`config.mk`:
```
export PLATFORM = sky130hd
export DESIGN_NAME = berlekamp_massey_solver_flat
export DESIGN_NICKNAME = d
export VERILOG_FILES = /design/src/rtl/berlekamp_massey_solver_pkg.sv /design/src/rtl/berlekamp_massey_solver_if.sv /design/src/rtl/berlekamp_massey_solver_gf_mult.sv /design/src/rtl/berlekamp_massey_solver.sv /design/src/flat_wrapper.sv
export SDC_FILE = /design/constraint.sdc
export NUM_CORES = 2
export LEC_CHECK = 0
export CAP_MARGIN = 25
export CORE_MARGIN = 2
export CORE_UTILIZATION = 55
export CTS_CLUSTER_DIAMETER = 150
export DETAILED_ROUTE_END_ITERATION = 8
export PLACE_DENSITY = 0.93
export REMOVE_ABC_BUFFERS = 1
export SLEW_MARGIN = 0
export SYNTH_ARGS = -nofsm -noshare
export SYNTH_HDL_FRONTEND = slang
export SYNTH_SLANG_ARGS = --single-unit
```
`constraint.sdc`:
```
create_clock -name clk -period 42.9 [get_ports clk]
set_clock_uncertainty 0.05 [all_clocks]
set_input_delay 8.58 -clock clk [delete_from_list [all_inputs] [get_ports clk]]
set_output_delay 8.58 -clock clk [all_outputs]
set_load 0.02 [all_outputs]
```
`src/rtl/berlekamp_massey_solver_pkg.sv`:
```
// Shared RS decoder definitions: field width, solver FSM encoding and
// coefficient-index sizing used by the key-equation solver and its bench.
package berlekamp_massey_solver_pkg;

    localparam int GF_WIDTH  = 8;
    localparam int RED_WIDTH = 57;

    localparam logic [1:0] IDLE   = 2'd0;
    localparam logic [1:0] DISC   = 2'd1;
    localparam logic [1:0] UPDATE = 2'd2;
    localparam logic [1:0] DONE   = 2'd3;

    // Bits needed to index coefficients 0..t.
    function automatic int coef_idx_width(input int t);
        return (t < 1) ? 1 : $clog2(t + 1);
    endfunction

endpackage

```
`src/rtl/berlekamp_massey_solver_if.sv`:
```
// Request/result bundle between the syndrome stage, the solver and the
// root-search stage.
interface berlekamp_massey_solver_if
    import berlekamp_massey_solver_pkg::*;
#(
    parameter int MAX_ERRORS = 16
);
    localparam int T = MAX_ERRORS;

    logic                             start;
    logic [GF_WIDTH*2*T-1:0]          syndromes_flat;
    logic [RED_WIDTH-1:0]             reduction_matrix;
    logic                             busy;
    logic                             done;
    logic [GF_WIDTH*(T+1)-1:0]        error_locator_flat;
    logic [coef_idx_width(T):0]       locator_degree;
    logic                             failure;

    modport master (
        output start, syndromes_flat, reduction_matrix,
        input  busy, done, error_locator_flat, locator_degree, failure
    );

    modport slave (
        input  start, syndromes_flat, reduction_matrix,
        output busy, done, error_locator_flat, locator_degree, failure
    );

endinterface

```
`src/rtl/berlekamp_massey_solver_gf_mult.sv`:
```
// GF(2^8) Mastrovito multiplier: carry-less product, high terms folded back
// through the shared reduction rows (row k = x^(8+k) mod p, bit 56 reserved).
module finite_field_multiplier_mastravito
    import berlekamp_massey_solver_pkg::*;
(
    input  logic [GF_WIDTH-1:0]  a,
    input  logic [GF_WIDTH-1:0]  b,
    input  logic [RED_WIDTH-1:0] reduction_matrix,
    output logic [GF_WIDTH-1:0]  product
);

    logic [2*GF_WIDTH-2:0] raw;
    logic                  unused_reserved;

    assign unused_reserved = reduction_matrix[RED_WIDTH-1];

    always_comb begin
        raw = '0;
        for (int unsigned i = 0; i < GF_WIDTH; i++) begin
            for (int unsigned j = 0; j < GF_WIDTH; j++) begin
                raw[i+j] = raw[i+j] ^ (a[i] & b[j]);
            end
        end
        product = raw[GF_WIDTH-1:0];
        for (int unsigned k = 0; k < GF_WIDTH - 1; k++) begin
            if (raw[GF_WIDTH+k]) begin
                product = product ^ reduction_matrix[GF_WIDTH*k +: GF_WIDTH];
            end
        end
    end

endmodule

```
`src/rtl/berlekamp_massey_solver.sv`:
```
// Inversionless Berlekamp-Massey key-equation solver: serial discrepancy MAC
// followed by a serial coefficient update, constant latency per solve.
module berlekamp_massey_solver
    import berlekamp_massey_solver_pkg::*;
#(
    parameter int MAX_ERRORS = 16
) (
    input logic                      clk,
    input logic                      rst,
    berlekamp_massey_solver_if.slave bus
);

    localparam int T  = MAX_ERRORS;
    localparam int N  = 2 * T;
    localparam int IW = coef_idx_width(T);
    localparam int RW = $clog2(N);
    localparam int LW = IW + 1;

    logic [1:0]          state;
    logic [GF_WIDTH-1:0] syn    [N];
    logic [GF_WIDTH-1:0] lambda [T+1];
    logic [GF_WIDTH-1:0] b      [T+1];
    logic [GF_WIDTH-1:0] gamma;
    logic [GF_WIDTH-1:0] delta;
    logic [GF_WIDTH-1:0] b_prev;
    logic [IW-1:0]       idx;
    logic [RW-1:0]       r;
    logic [LW-1:0]       l_reg;
    logic                failure_q;
    logic                done_q;

    logic [GF_WIDTH-1:0] lam_sel;
    logic [GF_WIDTH-1:0] syn_sel;
    logic [GF_WIDTH-1:0] b_prev_val;
    logic [GF_WIDTH-1:0] p_disc;
    logic [GF_WIDTH-1:0] p_gl;
    logic [GF_WIDTH-1:0] p_db;
    logic [RW-1:0]       diff;
    logic [LW-1:0]       l_next;
    logic [LW-1:0]       deg;
    logic                swap;

    assign lam_sel    = lambda[idx];
    assign diff       = r - RW'(idx);
    assign syn_sel    = (r >= RW'(idx)) ? syn[diff] : '0;
    assign b_prev_val = (idx == '0) ? '0 : b_prev;
    assign swap       = (delta != '0) && (2 * int'(l_reg) <= int'(r));
    assign l_next     = LW'(int'(r) + 1 - int'(l_reg));

    always_comb begin
        deg = '0;
        for (int unsigned i = 0; i <= T; i++) begin
            if (lambda[i] != '0) deg = LW'(i);
        end
    end

    finite_field_multiplier_mastravito u_mul_disc (
        .a(lam_sel), .b(syn_sel), .reduction_matrix(bus.reduction_matrix), .product(p_disc)
    );
    finite_field_multiplier_mastravito u_mul_gamma (
        .a(gamma), .b(lam_sel), .reduction_matrix(bus.reduction_matrix), .product(p_gl)
    );
    finite_field_multiplier_mastravito u_mul_delta (
        .a(delta), .b(b_prev_val), .reduction_matrix(bus.reduction_matrix), .product(p_db)
    );

    // B is rewritten in place one coefficient per cycle, so the old B_(i-1)
    // is carried forward in b_prev to keep the shift reading pre-update values.
    always_ff @(posedge clk or posedge rst) begin
        if (rst) begin
            state     <= IDLE;
            gamma     <= '0;
            delta     <= '0;
            b_prev    <= '0;
            idx       <= '0;
            r         <= '0;
            l_reg     <= '0;
            failure_q <= 1'b0;
            done_q    <= 1'b0;
            for (int unsigned j = 0; j < N; j++) syn[j] <= '0;
            for (int unsigned i = 0; i <= T; i++) begin
                lambda[i] <= '0;
                b[i]      <= '0;
            end
        end else begin
            done_q <= 1'b0;
            case (state)
                IDLE: begin
                    if (bus.start) begin
                        for (int unsigned j = 0; j < N; j++) begin
                            syn[j] <= bus.syndromes_flat[GF_WIDTH*j +: GF_WIDTH];
                        end
                        for (int unsigned i = 0; i <= T; i++) begin
                            lambda[i] <= (i == 0) ? GF_WIDTH'(1) : '0;
                            b[i]      <= (i == 0) ? GF_WIDTH'(1) : '0;
                        end
                        gamma     <= GF_WIDTH'(1);
                        delta     <= '0;
                        l_reg     <= '0;
                        r         <= '0;
                        idx       <= '0;
                        failure_q <= 1'b0;
                        state     <= DISC;
                    end
                end
                DISC: begin
                    delta <= ((idx == '0) ? '0 : delta) ^ p_disc;
                    if (idx == IW'(T)) begin
                        idx   <= '0;
                        state <= UPDATE;
                    end else begin
                        idx <= idx + 1'b1;
                    end
                end
                UPDATE: begin
                    lambda[idx] <= p_gl ^ p_db;
                    b[idx]      <= swap ? lam_sel : b_prev_val;
                    b_prev      <= b[idx];
                    if (idx == IW'(T)) begin
                        idx <= '0;
                        if (swap) begin
                            gamma <= delta;
                            l_reg <= l_next;
                        end
                        if (r == RW'(N - 1)) begin
                            state <= DONE;
                        end else begin
                            r     <= r + 1'b1;
                            state <= DISC;
                        end
                    end else begin
                        idx <= idx + 1'b1;
                    end
                end
                default: begin
                    failure_q <= (int'(l_reg) > T) || (deg != l_reg);
                    done_q    <= 1'b1;
                    state     <= IDLE;
                end
            endcase
        end
    end

    for (genvar g = 0; g <= T; g++) begin : g_out
        assign bus.error_locator_flat[GF_WIDTH*g +: GF_WIDTH] = lambda[g];
    end

    assign bus.busy           = (state != IDLE);
    assign bus.done           = done_q;
    assign bus.locator_degree = l_reg;
    assign bus.failure        = failure_q;

endmodule

```
`src/flat_wrapper.sv`:
```
// flat-port wrapper written by rule: the top's interface ports become plain ports
module berlekamp_massey_solver_flat import berlekamp_massey_solver_pkg::*;
#(
    parameter int MAX_ERRORS = 16
)
  (clk, rst, bus_start, bus_syndromes_flat, bus_reduction_matrix, bus_busy, bus_done, bus_error_locator_flat, bus_locator_degree, bus_failure);
  berlekamp_massey_solver_if #(.MAX_ERRORS(MAX_ERRORS)) bus_i ();
  input logic clk;
  input logic rst;
  input wire logic [$bits(bus_i.start)-1:0] bus_start;
  input wire logic [$bits(bus_i.syndromes_flat)-1:0] bus_syndromes_flat;
  input wire logic [$bits(bus_i.reduction_matrix)-1:0] bus_reduction_matrix;
  output wire logic [$bits(bus_i.busy)-1:0] bus_busy;
  output wire logic [$bits(bus_i.done)-1:0] bus_done;
  output wire logic [$bits(bus_i.error_locator_flat)-1:0] bus_error_locator_flat;
  output wire logic [$bits(bus_i.locator_degree)-1:0] bus_locator_degree;
  output wire logic [$bits(bus_i.failure)-1:0] bus_failure;
  assign bus_i.start = bus_start;
  assign bus_i.syndromes_flat = bus_syndromes_flat;
  assign bus_i.reduction_matrix = bus_reduction_matrix;
  assign bus_busy = bus_i.busy;
  assign bus_done = bus_i.done;
  assign bus_error_locator_flat = bus_i.error_locator_flat;
  assign bus_locator_degree = bus_i.locator_degree;
  assign bus_failure = bus_i.failure;
  berlekamp_massey_solver #(.MAX_ERRORS(MAX_ERRORS)) u_core (.clk(clk), .rst(rst), .bus(bus_i));
endmodule
```
== After elaboration in Yosys (flattened, before gate mapping) ==
Cells that the tools add are included.

* Add/sub/neg operators: 5
* $lt $le $gt $ge: 6
* Equality and inequality tests: 10
* Multiplexer cells: 81
* Bitwise logic cells: 365
* Reduce and logical (&&, ||, !) cells: 36

{| class="wikitable"
|+ Operators by type and width
! cell !! number
|-
| $pmux 136 s2 || 2
|-
| $mux 8 || 36
|-
| $bwmux 136 || 2
|-
| $and 1x1->1 || 192
|-
| $xor 8x8->8 || 23
|-
| $xor 1x1->1 || 147
|-
| $mux 136 || 1
|-
| $reduce_bool 8->1 || 17
|-
| $bmux 8 s5 || 3
|-
| $demux 8 s5 || 1
|-
| $mux 4 || 8
|-
| $pmux 8 s2 || 2
|-
| $mux 5 || 5
|-
| $pmux 5 s2 || 2
|-
| $mux 6 || 3
|-
| $ge 6x6->1 const B || 2
|-
| $mux 2 || 6
|-
| $mux 3 || 4
|-
| $not 5->6 || 2
|-
| $pmux 6 s2 || 1
|-
| $add 5x1->5 const B || 2
|-
| $eq 5x5->1 const B || 2
|-
| $reduce_and 2->1 || 5
|-
| $reduce_and 4->1 || 2
|-
| other kinds (24) || 33
|}

* Register bits after elaboration: 572
* Input port bits: 316
* Output and inout port bits: 145
* Word-level logic and storage cells: 578

== Longest topological paths before layout ==
* Word-level depth: 30
* Mapped depth: 20
* Gate-level depth less buffers: 15

== By module ==
From an unflattened synthesis, not the netlist that was laid out.

* Cell total of the unflattened synthesis: 2920
* Area total of the unflattened synthesis: 32660.1 um^2

{| class="wikitable"
|+ By module, submodules not included
! module !! instances !! cells an instance !! area an instance (um^2) !! sequential area each (um^2)
|-
| berlekamp_massey_solver || 1 || 2263 || 27926.8 || 14313.7
|-
| finite_field_multiplier_mastravito || 3 || 219 || 1577.8 || 0.0
|}

== Least setup slack after synthesis ==
Ideal clock, no wire load.

* Kind: input port to flip-flop
* Start: input port bus_reduction_matrix[45]
* End: register u_core.lambda (netlist bit u_core.bus.error_locator_flat[101])
* Library setup time: 131 ps
* Data arrival time: 10632 ps
* Data required time: 42719 ps
* Path slack: 32088 ps
* Cell stages on the path: 11
* Path buffers: 1
* Cell sequence: nand2_1 > xnor3_1 > xnor2_1 > nor2_1 > xnor2_1 > xnor2_1 > xnor3_2 > xnor2_2 > xnor2_2 > buf_4 > o21ai_0

* Word-level cells in the longest chain between the ends: 7
* Elaborated cells between the ends (all ways): 11
* Classes of those cells: mux (6); bitwise (5)

{| class="wikitable"
|+ Ends and longest elaborated chain
! element !! line !! RTL
|-
| start: declaration || flat_wrapper.sv:12 || <nowiki>input wire logic [$bits(bus_i.reduction_matrix)-1:0] bus_reduction_matrix;</nowiki>
|-
| $xor 8x8->8 || berlekamp_massey_solver_gf_mult.sv:27 || <nowiki>product = product ^ reduction_matrix[GF_WIDTH*k +: GF_WIDTH];</nowiki>
|-
| $mux 8 || berlekamp_massey_solver_gf_mult.sv:26 || <nowiki>if (raw[GF_WIDTH+k]) begin</nowiki>
|-
| $xor 8x8->8 || berlekamp_massey_solver_gf_mult.sv:27 ||
|-
| $mux 8 || berlekamp_massey_solver_gf_mult.sv:26 ||
|-
| $xor 8x8->8 * || berlekamp_massey_solver.sv:116 || <nowiki>lambda[idx] <= p_gl ^ p_db;</nowiki>
|-
| $bwmux 136 * || berlekamp_massey_solver.sv:116 ||
|-
| $pmux 136 s2 * || berlekamp_massey_solver.sv:87 || <nowiki>case (state)</nowiki>
|-
| end signal: indexed assignment || berlekamp_massey_solver.sv:94 || <nowiki>lambda[i] <= (i == 0) ? GF_WIDTH'(1) : '0;</nowiki>
|-
| end signal: indexed assignment || berlekamp_massey_solver.sv:116 ||
|-
| end: declaration || berlekamp_massey_solver.sv:21 || <nowiki>logic [GF_WIDTH-1:0] lambda [T+1];</nowiki>
|}

Every way passes the cells marked *; elsewhere a longest branch is shown, timed or not.
A chain may end at the register's enable or synchronous reset.

== Final worst setup path ==
* Start: input port bus_start
* End: register u_core.syn[108] (netlist name)

* Word-level cells in the longest chain between the ends: 1

{| class="wikitable"
|+ Ends and longest elaborated chain
! element !! line !! RTL
|-
| start: declaration || flat_wrapper.sv:10 || <nowiki>input wire logic [$bits(bus_i.start)-1:0] bus_start;</nowiki>
|-
| $reduce_and 2->1 (no source line) || - ||
|-
| end signal: indexed assignment || berlekamp_massey_solver.sv:91 || <nowiki>syn[j] <= bus.syndromes_flat[GF_WIDTH*j +: GF_WIDTH];</nowiki>
|-
| end: declaration || berlekamp_massey_solver.sv:20 || <nowiki>logic [GF_WIDTH-1:0] syn [N];</nowiki>
|}

Every way passes these cells.

==> flow_summary_export.csv <==
group,metric,value,unit
sta,max_slew_margin,0.177,
cts,clock_latency,0.70,ns
finish,final_cell_count_no_fill,4054,
flow_run,drv_cap,0,
routing,drc_errors,4,
cts,clock_sinks,572,
global_routing,grt_pass1_wl,171,mm
die,die_x,244,um
logic_synthesis,synth_most_common_cell,"dfrtp_1",
worst_setup_path,worstPathArrival,12.48,ns
power_and_ir_drop,irDropWorstVdd,0.114,mV
cts,hold_buffers,0,
routing,ant_nets,0,
cts,cts-buffers-inserted,58,
logic_synthesis,yosys-top-cells-area,"dfrtp_1 45%, mux4_2 9.5%, mux2_2 9.3%, nand3_1 5.2%, o21ai_0 4.8%",
die,die_area,0.0594,mm^2
global_routing,grt_start_max_net_pins,192,
logic_synthesis,yosys_warnings,0,
cts,cts-resized-gates,0,
die,start_util,0.559,
finish,nNetsFinal,3563,
power_and_ir_drop,power_density,86.2,mW/mm^2
placement,routabilityCongestion,0.966,
sta,worstMarginPinSlew,1.23,ns
logic_synthesis,synth.top_cell.area_share,0.453,
logic_synthesis,synth-edff-count,0,
logic_synthesis,async_reset_ff_frac,1.00,
routing,wl,117,mm
logic_synthesis,synth.distinct_cells,66,
sta,finalCriticalPeriod,12.00,ns
worst_setup_path,worstSetupEndpointType,"register",
die,io_pins,461,
worst_setup_path,cp-startpoint,"bus_start",
routing,vias_per_cell,6.94,
die,die_h,244,um
die,core,0.0566,mm^2
logic_synthesis,synth_cells,2851,
worst_setup_path,r2r-start,"u_core.idx[0]$_DFFE_PP0P_",
sta,rsz0062_at_grt,"no",
global_routing,grt_remaining_overflow,0,
global_routing,grt_util_all_layers,0.378,
logic_synthesis,synthTopCellsByCount,"572 x dfrtp_1, 326 x nand3_1, 325 x nand2_1, 305 x o21ai_0, 260 x mux2_2",
cts,post_cts_buffers,0,
power_and_ir_drop,leakage,16.3,nW
cts,clk_pin_slew,0.06,ns
logic_synthesis,synthFlopType,"dfrtp_1",
global_routing,antenna_found_initial,37,
sta,worst_hold_slack,0.452,ns
sta,finalSetupTns,0,ns
sta,final-setup-viol-count,0,
outcome,status,"finished with violations",
cts,tritoncts,"yes",
hold_path,holdCritPathClass,"reg2reg",
cts,clk_path_buf_depth,3,
sta,max_freq,83.3,MHz
routing,drt_first_pass_iters,9,
die,rows,87,
routing,drt_iter0_drc,5010,
logic_synthesis,avgSynthCellArea,11.1,um^2
placement,dp_cells,3900,
cts,cts_root_buffer,"clkbuf_16",
worst_setup_path,start_kind,"input pin",
logic_synthesis,netlist_area,0.0316,mm^2
global_routing,grt_pass1_vias,27759,
sta,slew_violations,0,
finish,area_growth_syn_to_layout,24.5,%
cts,h-tree-depth,2,
sta,hold_violations,0,
placement,io_buffers,459,
routing,vias,28132,
hold_path,hold_start,"u_core.syn[180]$_DFFE_PP0P_",
placement,dp_hpwl,73.4,mm
worst_setup_path,path_max_fanout,81,
logic_synthesis,synth-seq-area-share,0.453,
sta,fin_crit_sh,0.280,
worst_setup_path,required,43.38,ns
finish,fillers,3634,
outcome,violations,"DRC",
finish,fin_util,0.695,
routing,wl_per_cell,28.8,um
logic_synthesis,ys_ff_latch,572,
logic_synthesis,yosysTopAreaCell,"dfrtp_1",
finish,drive_gt1_frac,0.186,
worst_setup_path,critPathKind,"in2reg",
==> cells in the final DEF (no fill, tap or decap), types with 11 or more instances in the layout <==
cell             Yosys  routed
a21oi_1             38      38
a31oi_1             13      13
buf_16               0      13
buf_4               12      44
clkbuf_16            0      58
clkbuf_8             0      14
clkdlybuf4s50_1      0     459
dfrtp_1            572     570
diode_2              0      33
ha_1                28      27
inv_1               31      30
mux2_2             260     260
mux2i_1             35      35
mux4_2             134     134
nand2_1            325     324
nand3_1            326     326
nor2_1              80      80
nor3_1              14      14
nor4_1              20      20
o21ai_0            305     304
o21ai_1             29      29
or4_1               14      14
xnor2_1            162     157
xnor2_2              6      11
xnor3_1             42      42
xor2_1              57      56
==> cell type report <==
class | count | area [um^2] | share of cell area
repair buffers | 527 | 5450 | 0.139
clock buffers | 75 | 1660 | 0.0421
clock inverters | 33 | 472 | 0.0120
inverters | 32 | 128 | 0.00324
well taps | 756 | 946 | 0.0240
diodes | 33 | 82.6 | 0.00210
flip-flops and latches | 572 | 14300 | 0.364
multi-input cells | 2026 | 16300 | 0.414
==> per-layer routing <==
layer  track usage  vias up  share of wire
met5       0.00899        -        0.00059
met4         0.249       10          0.091
met3         0.128      945           0.14
met2         0.568     2718           0.44
met1         0.464    13463           0.33
li1              -    10996              -
==> kinds of logic after synthesis <==
| kind of cell | count (synthesis) | share of synthesized area |
|---|---|---|
| AOI/OAI and AO/OA | 459 | 0.0813 |
| xor gates and xnor gates | 275 | 0.0996 |
| adders and majority gates | 30 | 0.0123 |
| buffers and inverters | 253 | 0.0345 |
| DFF | 572 | 0.453 |
| muxes | 429 | 0.199 |
| and+or+nand+nor | 833 | 0.121 |
==> sequential cells by signal, indices dropped and copies added (netlist names) <==
| signal | cells |
|---|---|
| u_core.b | 136 |
| u_core.b_prev | 8 |
| u_core.bus.done | 1 |
| u_core.bus.error_locator_flat | 136 |
| u_core.bus.failure | 1 |
| u_core.bus.locator_degree | 6 |
| u_core.delta | 8 |
| u_core.gamma | 8 |
| u_core.idx | 5 |
| u_core.r | 5 |
| u_core.state | 2 |
| u_core.syn | 256 |
==> final timing paths <==
| path | cells past startpoint | slack [ns] | to |
|---|---|---|---|
| worst max-delay path | 7 | 30.90 | u_core.syn[108]$_DFFE_PP0P_ |
| worst min-delay path | 1 | 0.45 | u_core.syn[180]$_DFFE_PP0P_ |
| worst max register to register | 13 | 36.04 | u_core.delta[3]$_DFFE_PP0P_ |
| worst min register to register | 1 | 0.45 | u_core.syn[180]$_DFFE_PP0P_ |
| max in group asynchronous | 5 | 32.50 | u_core.bus.error_locator_flat[100]$_DFFE_PP0P_ |
| min in group asynchronous | 2 | 8.30 | u_core.bus.error_locator_flat[65]$_DFFE_PP0P_ |
==> critical path, stage by stage <==
cell and delay, ns:
clkdlybuf4s50_1 0.63, nand2_4 0.36, buf_4 0.80, buf_4 0.90
buf_4 0.31, buf_16 0.35, mux2_2 0.41
==> metrics by stage <==
step	power [mW]	setup WS, ns	instance area, um^2
after floorplan	2.02	18.27	30700
after global placement	2.55	30.03	36600
after detailed placement	2.65	30.05	36900
after CTS	3.25	30.75	39000
after global routing	3.47	30.77	39400
final	3.39	30.90	39400
==> report_power, final <==
group | switching, mW | leakage, nW | internal (mW)
sequential | 0.161 | 7.37 | 0.703
clock | 0.242 | 1.04 | 0.324
combinational | 1.15 | 7.89 | 0.809
total | 1.56 | 16.3 | 1.84
(Power assumes the default switching activity.)
